**src/rtl/cpu_rf_pkg.sv**
```systemverilog
// Shared register-file types: register count, index/one-hot types, decode helpers.
// Latency: n/a (types and pure functions only).
// Backpressure: n/a.
package cpu_rf_pkg;

  localparam int REG_CNT = 16;

  typedef logic [3:0]         reg_idx_t;
  typedef logic [REG_CNT-1:0] reg_onehot_t;

  // True when exactly one bit is set; all-zero is not one-hot.
  function automatic logic is_onehot(input reg_onehot_t v);
    return (v != '0) && ((v & (v - reg_onehot_t'(1))) == '0);
  endfunction

  // Encode a one-hot vector to its index; only meaningful when is_onehot(v).
  function automatic reg_idx_t onehot_to_idx(input reg_onehot_t v);
    reg_idx_t idx;
    idx = '0;
    for (int i = 0; i < REG_CNT; i++) begin
      if (v[i]) idx = idx | reg_idx_t'(i);
    end
    return idx;
  endfunction

endpackage

```
**src/rtl/reg_scoreboard_16.sv**
```systemverilog
// Busy scoreboard for 16 registers: reserve sets, legal write-back clears, hazard lookup.
// Latency: busy is registered; hazard lookup is combinational (post-clear, pre-reserve view).
// Backpressure: none; set/clear applied every cycle, reserve wins over clear on the same index.
module reg_scoreboard_16
  import cpu_rf_pkg::*;
(
  input  logic        clk,
  input  logic        rst,
  input  logic        clr_en,
  input  reg_onehot_t clr_vec,
  input  logic        rsv_en,
  input  reg_idx_t    rsv_addr,
  input  reg_idx_t    look_a,
  input  reg_idx_t    look_b,
  output logic        hz_a,
  output logic        hz_b,
  output reg_onehot_t busy
);

  reg_onehot_t busy_q;
  reg_onehot_t busy_clr;
  reg_onehot_t busy_nxt;

  // Apply this cycle's write-back clear first, then the reserve so it takes priority.
  always_comb begin
    busy_clr = clr_en ? (busy_q & ~clr_vec) : busy_q;
    busy_nxt = busy_clr;
    if (rsv_en) busy_nxt[rsv_addr] = 1'b1;
  end

  // Hazards see the same-cycle clear but not the same-cycle reserve.
  always_comb begin
    hz_a = busy_clr[look_a];
    hz_b = busy_clr[look_b];
  end

  // Scoreboard state register.
  always_ff @(posedge clk) begin
    if (rst) busy_q <= '0;
    else     busy_q <= busy_nxt;
  end

  assign busy = busy_q;

endmodule

```
**src/rtl/reg_bank_16.sv**
```systemverilog
// 16-entry register bank: one-hot write port, two registered read ports with write bypass, busy scoreboard.
// Latency: reads return 1 cycle after rd_req; writes visible to reads in the same cycle via bypass.
// Backpressure: none; every request is accepted, illegal multi-hot writes are dropped and flagged in wr_err.
module reg_bank_16
  import cpu_rf_pkg::*;
#(
  parameter int                 DATA_W  = 16,
  parameter logic [DATA_W-1:0]  RST_VAL = '0
)
(
  input  logic              clk,
  input  logic              rst,
  input  logic [15:0]       R_en,
  input  logic [DATA_W-1:0] w_data,
  input  logic              rd_req,
  input  logic [3:0]        rd_addr_a,
  input  logic [3:0]        rd_addr_b,
  input  logic              rsv_en,
  input  logic [3:0]        rsv_addr,
  output logic [DATA_W-1:0] rd_data_a,
  output logic [DATA_W-1:0] rd_data_b,
  output logic              rd_valid,
  output logic              hazard_a,
  output logic              hazard_b,
  output logic [15:0]       busy,
  output logic              wr_err
);

  typedef struct packed {
    logic [DATA_W-1:0] data_a;
    logic [DATA_W-1:0] data_b;
    logic              hazard_a;
    logic              hazard_b;
  } rd_out_t;

  logic [DATA_W-1:0] regs [REG_CNT];

  logic     wr_legal;
  reg_idx_t wr_idx;
  logic     hz_a;
  logic     hz_b;
  rd_out_t  rd_nxt;
  rd_out_t  rd_q;
  logic     valid_q;
  logic     err_q;

  assign wr_legal = is_onehot(R_en);
  assign wr_idx   = onehot_to_idx(R_en);

  reg_scoreboard_16 u_sb (
    .clk      (clk),
    .rst      (rst),
    .clr_en   (wr_legal),
    .clr_vec  (R_en),
    .rsv_en   (rsv_en),
    .rsv_addr (rsv_addr),
    .look_a   (rd_addr_a),
    .look_b   (rd_addr_b),
    .hz_a     (hz_a),
    .hz_b     (hz_b),
    .busy     (busy)
  );

  // Read muxes with write-through bypass; a multi-hot write never bypasses.
  always_comb begin
    rd_nxt.data_a   = (wr_legal && R_en[rd_addr_a]) ? w_data : regs[rd_addr_a];
    rd_nxt.data_b   = (wr_legal && R_en[rd_addr_b]) ? w_data : regs[rd_addr_b];
    rd_nxt.hazard_a = hz_a;
    rd_nxt.hazard_b = hz_b;
  end

  // Storage array: only a legal one-hot enable writes.
  always_ff @(posedge clk) begin
    if (rst) begin
      for (int i = 0; i < REG_CNT; i++) regs[i] <= RST_VAL;
    end else if (wr_legal) begin
      regs[wr_idx] <= w_data;
    end
  end

  // Read output registers: capture on request, hold otherwise; reset drops any read in flight.
  always_ff @(posedge clk) begin
    if (rst) begin
      valid_q <= 1'b0;
      rd_q    <= '0;
    end else begin
      valid_q <= rd_req;
      if (rd_req) rd_q <= rd_nxt;
    end
  end

  // Sticky error for a write enable with more than one bit set.
  always_ff @(posedge clk) begin
    if (rst)                           err_q <= 1'b0;
    else if (R_en != '0 && !wr_legal)  err_q <= 1'b1;
  end

  assign rd_valid  = valid_q;
  assign rd_data_a = rd_q.data_a;
  assign rd_data_b = rd_q.data_b;
  assign hazard_a  = rd_q.hazard_a;
  assign hazard_b  = rd_q.hazard_b;
  assign wr_err    = err_q;

endmodule

```
**config.mk**
```make
export PLATFORM = sky130hd
export DESIGN_NAME = reg_bank_16
export DESIGN_NICKNAME = d
export VERILOG_FILES = /design/src/rtl/cpu_rf_pkg.sv /design/src/rtl/reg_scoreboard_16.sv /design/src/rtl/reg_bank_16.sv
export SDC_FILE = /design/constraint.sdc
export NUM_CORES = 1
export LEC_CHECK = 0
export BUFFER_PORTS_ARGS = -buffer_cell sky130_fd_sc_hd__buf_2
export CAP_MARGIN = 20
export CELL_PAD_IN_SITES_DETAIL_PLACEMENT = 1
export CELL_PAD_IN_SITES_GLOBAL_PLACEMENT = 1
export CORE_ASPECT_RATIO = 0.8
export CORE_MARGIN = 1.5
export CORE_UTILIZATION = 52
export DETAILED_ROUTE_END_ITERATION = 6
export PLACE_DENSITY = 0.78
export SETUP_SLACK_MARGIN = 0.02
export SYNTH_ARGS = -nofsm -noshare
export SYNTH_HDL_FRONTEND = slang
export SYNTH_SLANG_ARGS = --single-unit
```
**constraint.sdc**
```tcl
create_clock -name clk -period 3.6 [get_ports clk]
set_input_delay 0.36 -clock clk [delete_from_list [all_inputs] [get_ports clk]]
set_output_delay 0.36 -clock clk [all_outputs]
set_load 0.02 [all_outputs]
```
Word-level counts from Yosys, hierarchy flattened
Memories as Yosys holds them, arrays and structs flattened. A register that Yosys moved wholly into a read port is not among the register bits.
Cells that the tools add are included.
W data, S select, Z words.
Storage, ports and cells
  register bits: 20
  RAM bits: 256
  input port bits: 48
  output and inout port bits: 52
  memories: 1
Operators by class
  add/subtract/negate cells: 1
  order comparisons: 4
  multiplexer cells: 31
  bitwise gates (word level): 4
  reduce and logical (&&, ||, !) cells: 7
Memories
  regs: depth 16, width 16, rd ports 2, clocked after memory_dff 2, write ports 16, RTL line reg_bank_16.sv:36  | logic [DATA_W-1:0] regs [REG_CNT];
Operator list (count)
  $mux W16: 3
  $mux W4: 9
  $and A16 B16 Y16: 2
  $logic_not A16 Y1: 1
  $not A16 Y16: 1
  $or A16 B16 Y16: 1
  $reduce_bool A16 Y1: 1
  $reduce_or A16 Y1: 1
  $sub A16 B1 Y16 const B: 1
  $lt A4 B5 Y1 const B: 3
  $mux W3: 4
  $mux W1: 10
  $bmux W1 S4: 2
  $demux W1 S4: 1
  $ge A4 B1 Y1 const B: 1
  $mux W2: 2
  $logic_and A1 B1 Y1: 3
  $logic_not A1 Y1: 1

Depth between registers and ports, before layout
Gate-level depths: netlist of the first run.
  word-level depth: 16
  mapped depth: 11

Modules after synthesis
A second synthesis of the first run with hierarchy kept.
Second synthesis, totals
  cell total of the unflattened synthesis: 1252
  area, all modules: 16754.8 µm²
Modules (own cells, without submodules)
  reg_bank_16: times used 1, cells an instance 1093, area each 15526.1 µm², sequential area each 8408.1 µm²
  reg_scoreboard_16: times used 1, cells an instance 159, area each 1228.7 µm², sequential area each 320.3 µm²

Worst setup path after synthesis of the first run
Ideal clock, no wire load.
  path kind: input to register
  from: in R_en[6]
  to: mem regs[4][0], enable pin
  library setup time: 0.334 ns
  data arrival time: 2.833 ns
  data required time: 3.266 ns
  slack: 0.434 ns
  stages: 9
  cell sequence: buf_2 nor4_4 nand4_1 a221oi_2 nand3_2 or2_1 or4_4 nor2_4 or2_2
RTL lines
  start: declaration: RTL line reg_bank_16.sv:13  | input logic [15:0] R_en,
  end: declaration: RTL line reg_bank_16.sv:36

==> results.cfg, run 1 <==
[outcome]
status = finished, final reports clean

[routing]
drc = 0
avgViaCountPerCell = 6.70
wl_per_cell_um = 31.7
first_pass_iters = 5
wirelength_mm = 53.9
postRouteAntennaNets = 0
vias = 11402
drt-initial-drc-count = 1330

[grt]
grt_pass1_vias = 11710
grt_pass1_wl_mm = 79.0
grt_busiest_layer = met2
grt_use_met2_pct = 52.6
grt.total_usage_pct = 33.6
grt_antenna_before_repair = 2
grt_start_max_net_pins = 54
met3_usage_pct = 10.6
grt-ovfl-total = 0
grtUsageMet1_pct = 45.7

[sta]
whs_ns = 0.187
finClkSkew_ns = 0.0313
hold_viol = 0
tightest_slew_ns = 0.851
setup_tns_ns = 0
slew_viol_final = 0
layout_worst_path_cycle_share_pct = 87.7
rsz0062_at_grt = false
fin_crit_ns = 3.16
slew-limit-headroom_pct = 43.3
fmax_ghz = 0.317
setup_viol_count_final = 0

[place]
dp_hpwl_mm = 35.2
routabilityCongestion = 0.943
dp_cells = 1643
port_buffers = 99

[worst_setup_path]
crit_required_ns = 3.82
arrival_ns = 3.37
crit_start = R_en[0]
crit_path_end_kind = flip-flop
path_max_fanout = 8
reg2reg_from = regs[4][6]$_SDFFCE_PN0P_
critPathKind = in2reg
setup.worst_path.start_class = primary input

[yosys]
syn-num-nets = 1218
synth_cells = 1170
yosysSeqAreaShare_pct = 52.7
avgSynthCellArea_sq_um = 14.2
synth_ff_type = edfxtp_1
async_flop_share_pct = 0
yosys_warnings = 0
synth.distinct_cells = 57
syn_area_sq_um = 16600
synth_edf_count = 256
ys_ff_latch = 308

[floorplanning]
num_io_pins = 100
start_util_pct = 52.7
die-height_um = 163
rows = 58
die_x_um = 203
die_area_sq_um = 32900
core_area_sq_um = 31400

[run]
maxCapViolCount = 0

[cts]
cts_max_path_buffers = 3
clock_sinks = 308
postCtsResizedCells = 0
cts_tree = built
cts-root-buf = clkbuf_16
path_clk_slew_ns = 0.06
cts-hold-fix-buffers = 0
postCtsSetupBuffers = 0
clock_latency_ns = 0.55
cts_made_buffers = 34
htreeDepth = 2

[worst_hold_path]
hp-start = rsv_addr[3]
hold_path.class = in2reg

[cells_and_area]
final_cell_mix = and2_1 (256), edfxtp_1 (256), mux4_2 (161), buf_2 (95), nor2_1 (78)
stdcell_count = 1702
fillCellCount = 2997
drive_gt1_share_pct = 30.7
nNetsFinal = 1307
area_growth_syn_to_layout_pct = 13.2

[pwr]
p_per_area_nw_per_um2 = 458
p_leak_nw = 6.80
peakVddDrop_uv = 393
-- path summary, 6_finish.rpt --
path                            cells past startpoint                         to  slack, ns
worst max-delay path                               11  regs[2][12]$_SDFFCE_PN0P_       0.44
worst min-delay path                                3   u_sb.busy[15]$_SDFF_PP0_       0.19
worst max register to register                      4  rd_data_a[6]$_SDFFE_PP0P_       1.61
worst min register to register                      2  rd_data_b[7]$_SDFFE_PP0P_       0.48
-- routing by layer --
layer	part of all wire (%)	vias up	wire length (um)
met5	0.019	-	10
li1	-	4680	-
met1	39	5923	21100
met2	46	698	24900
met4	2.6	2	1420
met3	12	99	6540
-- flip-flops by register name (all words and copies together) (netlist names) --
| signal | flops |
|---|---|
| u_sb.busy | 16 |
| wr_err | 1 |
| regs | 256 |
| hazard_b | 1 |
| rd_data_a | 16 |
| hazard_a | 1 |
| rd_valid | 1 |
| rd_data_b | 16 |
-- per-stage QoR --
| stage | area, sq um | worst slack (ns) | power [mW] | util [%] |
|---|---|---|---|---|
| CTS | 18800 | 0.553 | 8.59 | 59.7 |
| global route | 18800 | 0.316 | 8.81 | 59.7 |
| global placement | 17700 | 0.191 | 5.25 | 56.4 |
| floorplan | 16600 | 0.434 | 4.85 | - |
| detailed placement | 17700 | 0.0209 | 5.30 | 56.4 |
| finish | 18800 | 0.442 | 8.58 | 59.7 |
-- cell families (layout without fill, tap and decap cells) --
group,Yosys count,in the layout,share of synthesized area (%)
AOI/OAI and AO/OA,98,98,4.27
xor gates and xnor gates,6,6,0.317
buffers and inverters,111,222,2.72
DFF,308,308,52.7
muxes,206,206,24.6
other,0,1,0
and+or+nand+nor,441,441,15.4
-- area by class of cell --
cell class | instances | area [sq um] | share of cell area, %
clock buffers | 46 | 917 | 4.89
inverters | 7 | 26.3 | 0.140
flip-flops and latches | 308 | 8730 | 46.5
repair buffers | 157 | 1070 | 5.68
clock inverters | 12 | 103 | 0.547
diodes | 1 | 2.50 | 0.0133
well taps | 420 | 526 | 2.80
multi-input cells | 751 | 7390 | 39.4
-- power breakdown --
| group | internal (mW) | switching, mW |
|---|---|---|
| combinational | 0.476 | 0.632 |
| sequential | 4.04 | 0.109 |
| clock | 1.87 | 1.46 |
| total | 6.38 | 2.20 |
-- critical path, cell delays in order --
cell and delay (ns):
buf_2 0.16, nor4_4 0.53, nand2b_2 0.13, a2111oi_0 0.47, nor3_1 0.13, buf_4 0.18, nor4_1 0.43, nand3b_1 0.28
nor2_1 0.27, or2_2 0.18, buf_4 0.23
-- cells in the mapped netlist, types with 5 or more instances --
library cell / instances / area [sq um]
buf_1: 20 / 75.1
a32oi_1: 7 / 61.3
nor4_1: 10 / 62.6
a22oi_1: 8 / 60.1
inv_1: 6 / 22.5
a21oi_1: 14 / 70.1
nor2_1: 78 / 293
nand2_1: 31 / 116
a211oi_1: 33 / 248
mux4_2: 161 / 3630
and2_1: 256 / 1600
nand3_1: 9 / 45.0
o21ai_0: 7 / 35.0
edfxtp_1: 256 / 7690
o221ai_1: 5 / 43.8
o22ai_1: 5 / 31.3
dfxtp_1: 52 / 1040
clkbuf_1: 73 / 274
xnor2_1: 5 / 43.8
or2_2: 18 / 113
mux2i_1: 41 / 410
Note: power is estimated with default switching activity, not from simulation.
==> run 2: changes to the inputs <==
--- a/config.mk
+++ b/config.mk
@@ -8,13 +8,14 @@
 export BUFFER_PORTS_ARGS = -buffer_cell sky130_fd_sc_hd__buf_2
 export CAP_MARGIN = 20
 export CELL_PAD_IN_SITES_DETAIL_PLACEMENT = 1
-export CELL_PAD_IN_SITES_GLOBAL_PLACEMENT = 1
+export CELL_PAD_IN_SITES_GLOBAL_PLACEMENT = 2
 export CORE_ASPECT_RATIO = 0.8
 export CORE_MARGIN = 1.5
-export CORE_UTILIZATION = 52
+export CORE_UTILIZATION = 44
 export DETAILED_ROUTE_END_ITERATION = 6
 export PLACE_DENSITY = 0.78
 export SETUP_SLACK_MARGIN = 0.02
 export SYNTH_ARGS = -nofsm -noshare
 export SYNTH_HDL_FRONTEND = slang
+export SYNTH_HIERARCHICAL = 1
 export SYNTH_SLANG_ARGS = --single-unit
==> run 2 against run 1 <==
  * Non-clock buffer count is 43 higher
  * Sequential power hardly changed
  * Wire length is 4.7% higher
  * Register-to-register slack worse by 0.06 ns
  * Final cell count is 10% higher
  * Combinational power is 7% higher
  * Sequential cell count stayed put
  * Worst setup slack better by 0.040 ns
  * Die area is 19% higher
  * Via count is 7.3% higher
  * Sequential share of layout area is 1.8 points lower
  * Core utilization is 7.4 points lower
==> results.cfg, run 2 <==
[cells_and_area]
largest_register = regs
nNetsFinal = 1414
area_growth_syn_to_layout_pct = 16.5
final_cell_mix = edfxtp_1 (256), nor2_1 (208), mux4_2 (160), and3_1 (131), buf_2 (95)
utilization_pct = 52.3
stdcell_count = 1878
fin_area_sq_um = 19500
largest_reg_flops = 256
final_common_cell = edfxtp_1
drive_gt1_share_pct = 34.5

[pwr]
p_int_mw = 6.59
power_frac_seq_pct = 47.0
clkPwrFrac_pct = 39.5
peakVddDrop_uv = 263
p_leak_nw = 7.22
pwr-share-comb_pct = 13.5
p_per_area_nw_per_um2 = 452
switching_power_mw = 2.23
netSwitchingFraction_pct = 25.2

[cts]
cts_tree = built
cts-hold-fix-buffers = 0
cts-root-buf = clkbuf_16
clock_sinks = 308
clock_latency_ns = 0.53
cts_made_buffers = 35
cts_max_path_buffers = 3
path_clk_slew_ns = 0.07
postCtsSetupBuffers = 0
htreeDepth = 2
postCtsResizedCells = 0

[worst_setup_path]
slowest_stage = or4_1
arrival_ns = 3.52
critical-path-top-delay-family = simple AND/OR/NAND/NOR gates
cpPeakStageDelay_ns = 0.57
rr_worst_depth = 4
crit_required_ns = 4.00
setup.worst_path.start_class = primary input
r2r_setup_slack_ns = 1.55
cp.depth = 13
crit_path_end_kind = flip-flop
path_max_fanout = 24
path_cells = buf_2 -> or4_1 -> o41a_1 -> o22a_1 -> or4_1 -> nor3_2 -> buf_4 -> buf_4 -> a21oi_1 -> o41ai_1 -> a311oi_1 -> mux2i_1 -> nor2_1
critPathBufInv = 3
critPathKind = in2reg

[sta]
slew_viol_final = 0
setup_tns_ns = 0
finClkSkew_ns = 0.0174
setup_viol_count_final = 0
layout_worst_path_cycle_share_pct = 86.6
fin_crit_ns = 3.12
hold_viol = 0
tightest_slew_ns = 0.899
slew-limit-headroom_pct = 40.1
rsz0062_at_grt = false
finalWorstSetupSlack_ns = 0.482
fmax_ghz = 0.321

[yosys]
yosys.area_share.adder_pct = 0.119
synthSimpleGateAreaFrac_pct = 15.9
synth_compound_gate_area_share_pct = 5.34
synth_xor_area_share_pct = 0.209
async_flop_share_pct = 0
yosys_warnings = 6
yosysTopAreaCell = edfxtp_1
ys_ff_latch = 308
synth_most_common_cell = edfxtp_1
syn-num-nets = 1300
yosysSeqAreaShare_pct = 52.1
netlist_top_cells_count = edfxtp_1 (256), nor2_1 (211), mux4_2 (160)
synth_cells = 1252
synth_top_family_by_area = multiplexers
syn_area_sq_um = 16800
synth_edf_count = 256
synth.area.mux_share_pct = 23.3
avgSynthCellArea_sq_um = 13.4
synth.distinct_cells = 58
synth_area_leaders = edfxtp_1 (46%), mux4_2 (22%), dfxtp_1 (6.2%)
synth_top_area_share_pct = 45.9
synth_ff_type = edfxtp_1

[worst_hold_path]
hold_path.class = in2reg
min_path_cells = 2

[grt]
grtUsageMet1_pct = 46.2
grt.total_usage_pct = 29.1
grt_use_met2_pct = 39.7
grt_antenna_before_repair = 5
grt-ovfl-total = 0
met3_usage_pct = 7.91
grt_pass1_vias = 11862
grt_pass1_wl_mm = 83.3
grt_start_max_net_pins = 67
grt_busiest_layer = met1

[place]
post-place-ws_ns = -0.0114
placed_cell_area_sq_um = 18400
routabilityCongestion = 0.868
port_buffers = 99
dp_cells = 1816
dp_hpwl_mm = 40.0

[routing]
wirelength_mm = 56.5
vias = 12231
wl_per_cell_um = 30.1
drt-initial-drc-count = 1477
first_pass_iters = 5
postRouteAntennaNets = 0
avgViaCountPerCell = 6.51
drc = 0

[run]
maxCapViolCount = 0

[floorplanning]
rows = 63
start_util_pct = 44.9
die-height_um = 178
die_x_um = 221
die_area_sq_um = 39300
core_area_sq_um = 37300
num_io_pins = 100

[outcome]
status = finished, final reports clean
## run 2: cell types whose count changed in the layout (fill, tap and decap cells not counted), sizes merged, moves of 16 or more
| cell | change |
|---|---|
| or2 | -16 |
| and2 | -240 |
| nor2 | +129 |
| o221a | +32 |
| nand2b | +35 |
| buf | +43 |
| and3 | +129 |
| a211oi | -33 |
| nand2 | +26 |
| mux2i | -23 |
## run 2: cell families (layout without fill, tap and decap cells)
kind of cell	Yosys count	after routing
AO/OA/AOI/OAI	103	103
XOR/XNOR	4	4
adder cells (fa/ha/maj)	2	2
buffers and inverters	127	265
flip-flops	308	308
multiplexers	188	188
other	0	1
AND/OR/NAND/NOR	520	520
## run 2: path summary, 6_finish.rpt
path	from	end
worst max-delay path	R_en[0]	hazard_a$_SDFFE_PP0P_
worst min-delay path	rd_req	rd_valid$_SDFF_PP0_
worst max register to register	regs[3][2]$_SDFFCE_PN0P_	rd_data_b[2]$_SDFFE_PP0P_
worst min register to register	u_sb/busy[14]$_SDFF_PP0_	u_sb/busy[14]$_SDFF_PP0_
## run 2: stage by stage
stage / hold WS, ns / total power [mW]
6_report: 0.133 / 8.82
5_1_grt: 0.139 / 9.07
4_1_cts: 0.121 / 8.85
3_5_place_dp: 0.505 / 5.39
3_3_place_gp: 0.493 / 5.36
2_1_floorplan: 0.439 / 4.88
## run 2: layer usage
layer  wire, um  vias up
met3       7450       53
met2      23200      727
met5          0        -
met4        714        0
met1      25100     6332
li1           -     5119
## run 2: worst reg2reg max path: stages (launching register included)
cell and delay [ns]:
edfxtp_1 0.40, mux4_2 0.56, mux4_2 0.55, nand2b_1 0.18
o221a_2 0.25
## run 2: area by class of cell
class	instances	area, sq um
antenna	1	2.50
tap	487	609
multi-input combinational	817	7580
inverter	4	15.0
clock buffer	47	963
sequential	308	8730
fill	3695	17800
timing repair buffer	200	1490
clock inverter	14	119
## run 2: power by group through the flow
stage / registers [mW] / logic [mW] / clock network [mW]
CTS: 4.14 / 1.18 / 3.54
finish: 4.14 / 1.19 / 3.49
global route: 4.16 / 1.25 / 3.66
floorplan: 4.22 / 0.663 / 0
global placement: 4.20 / 1.16 / 0
detailed placement: 4.21 / 1.17 / 0
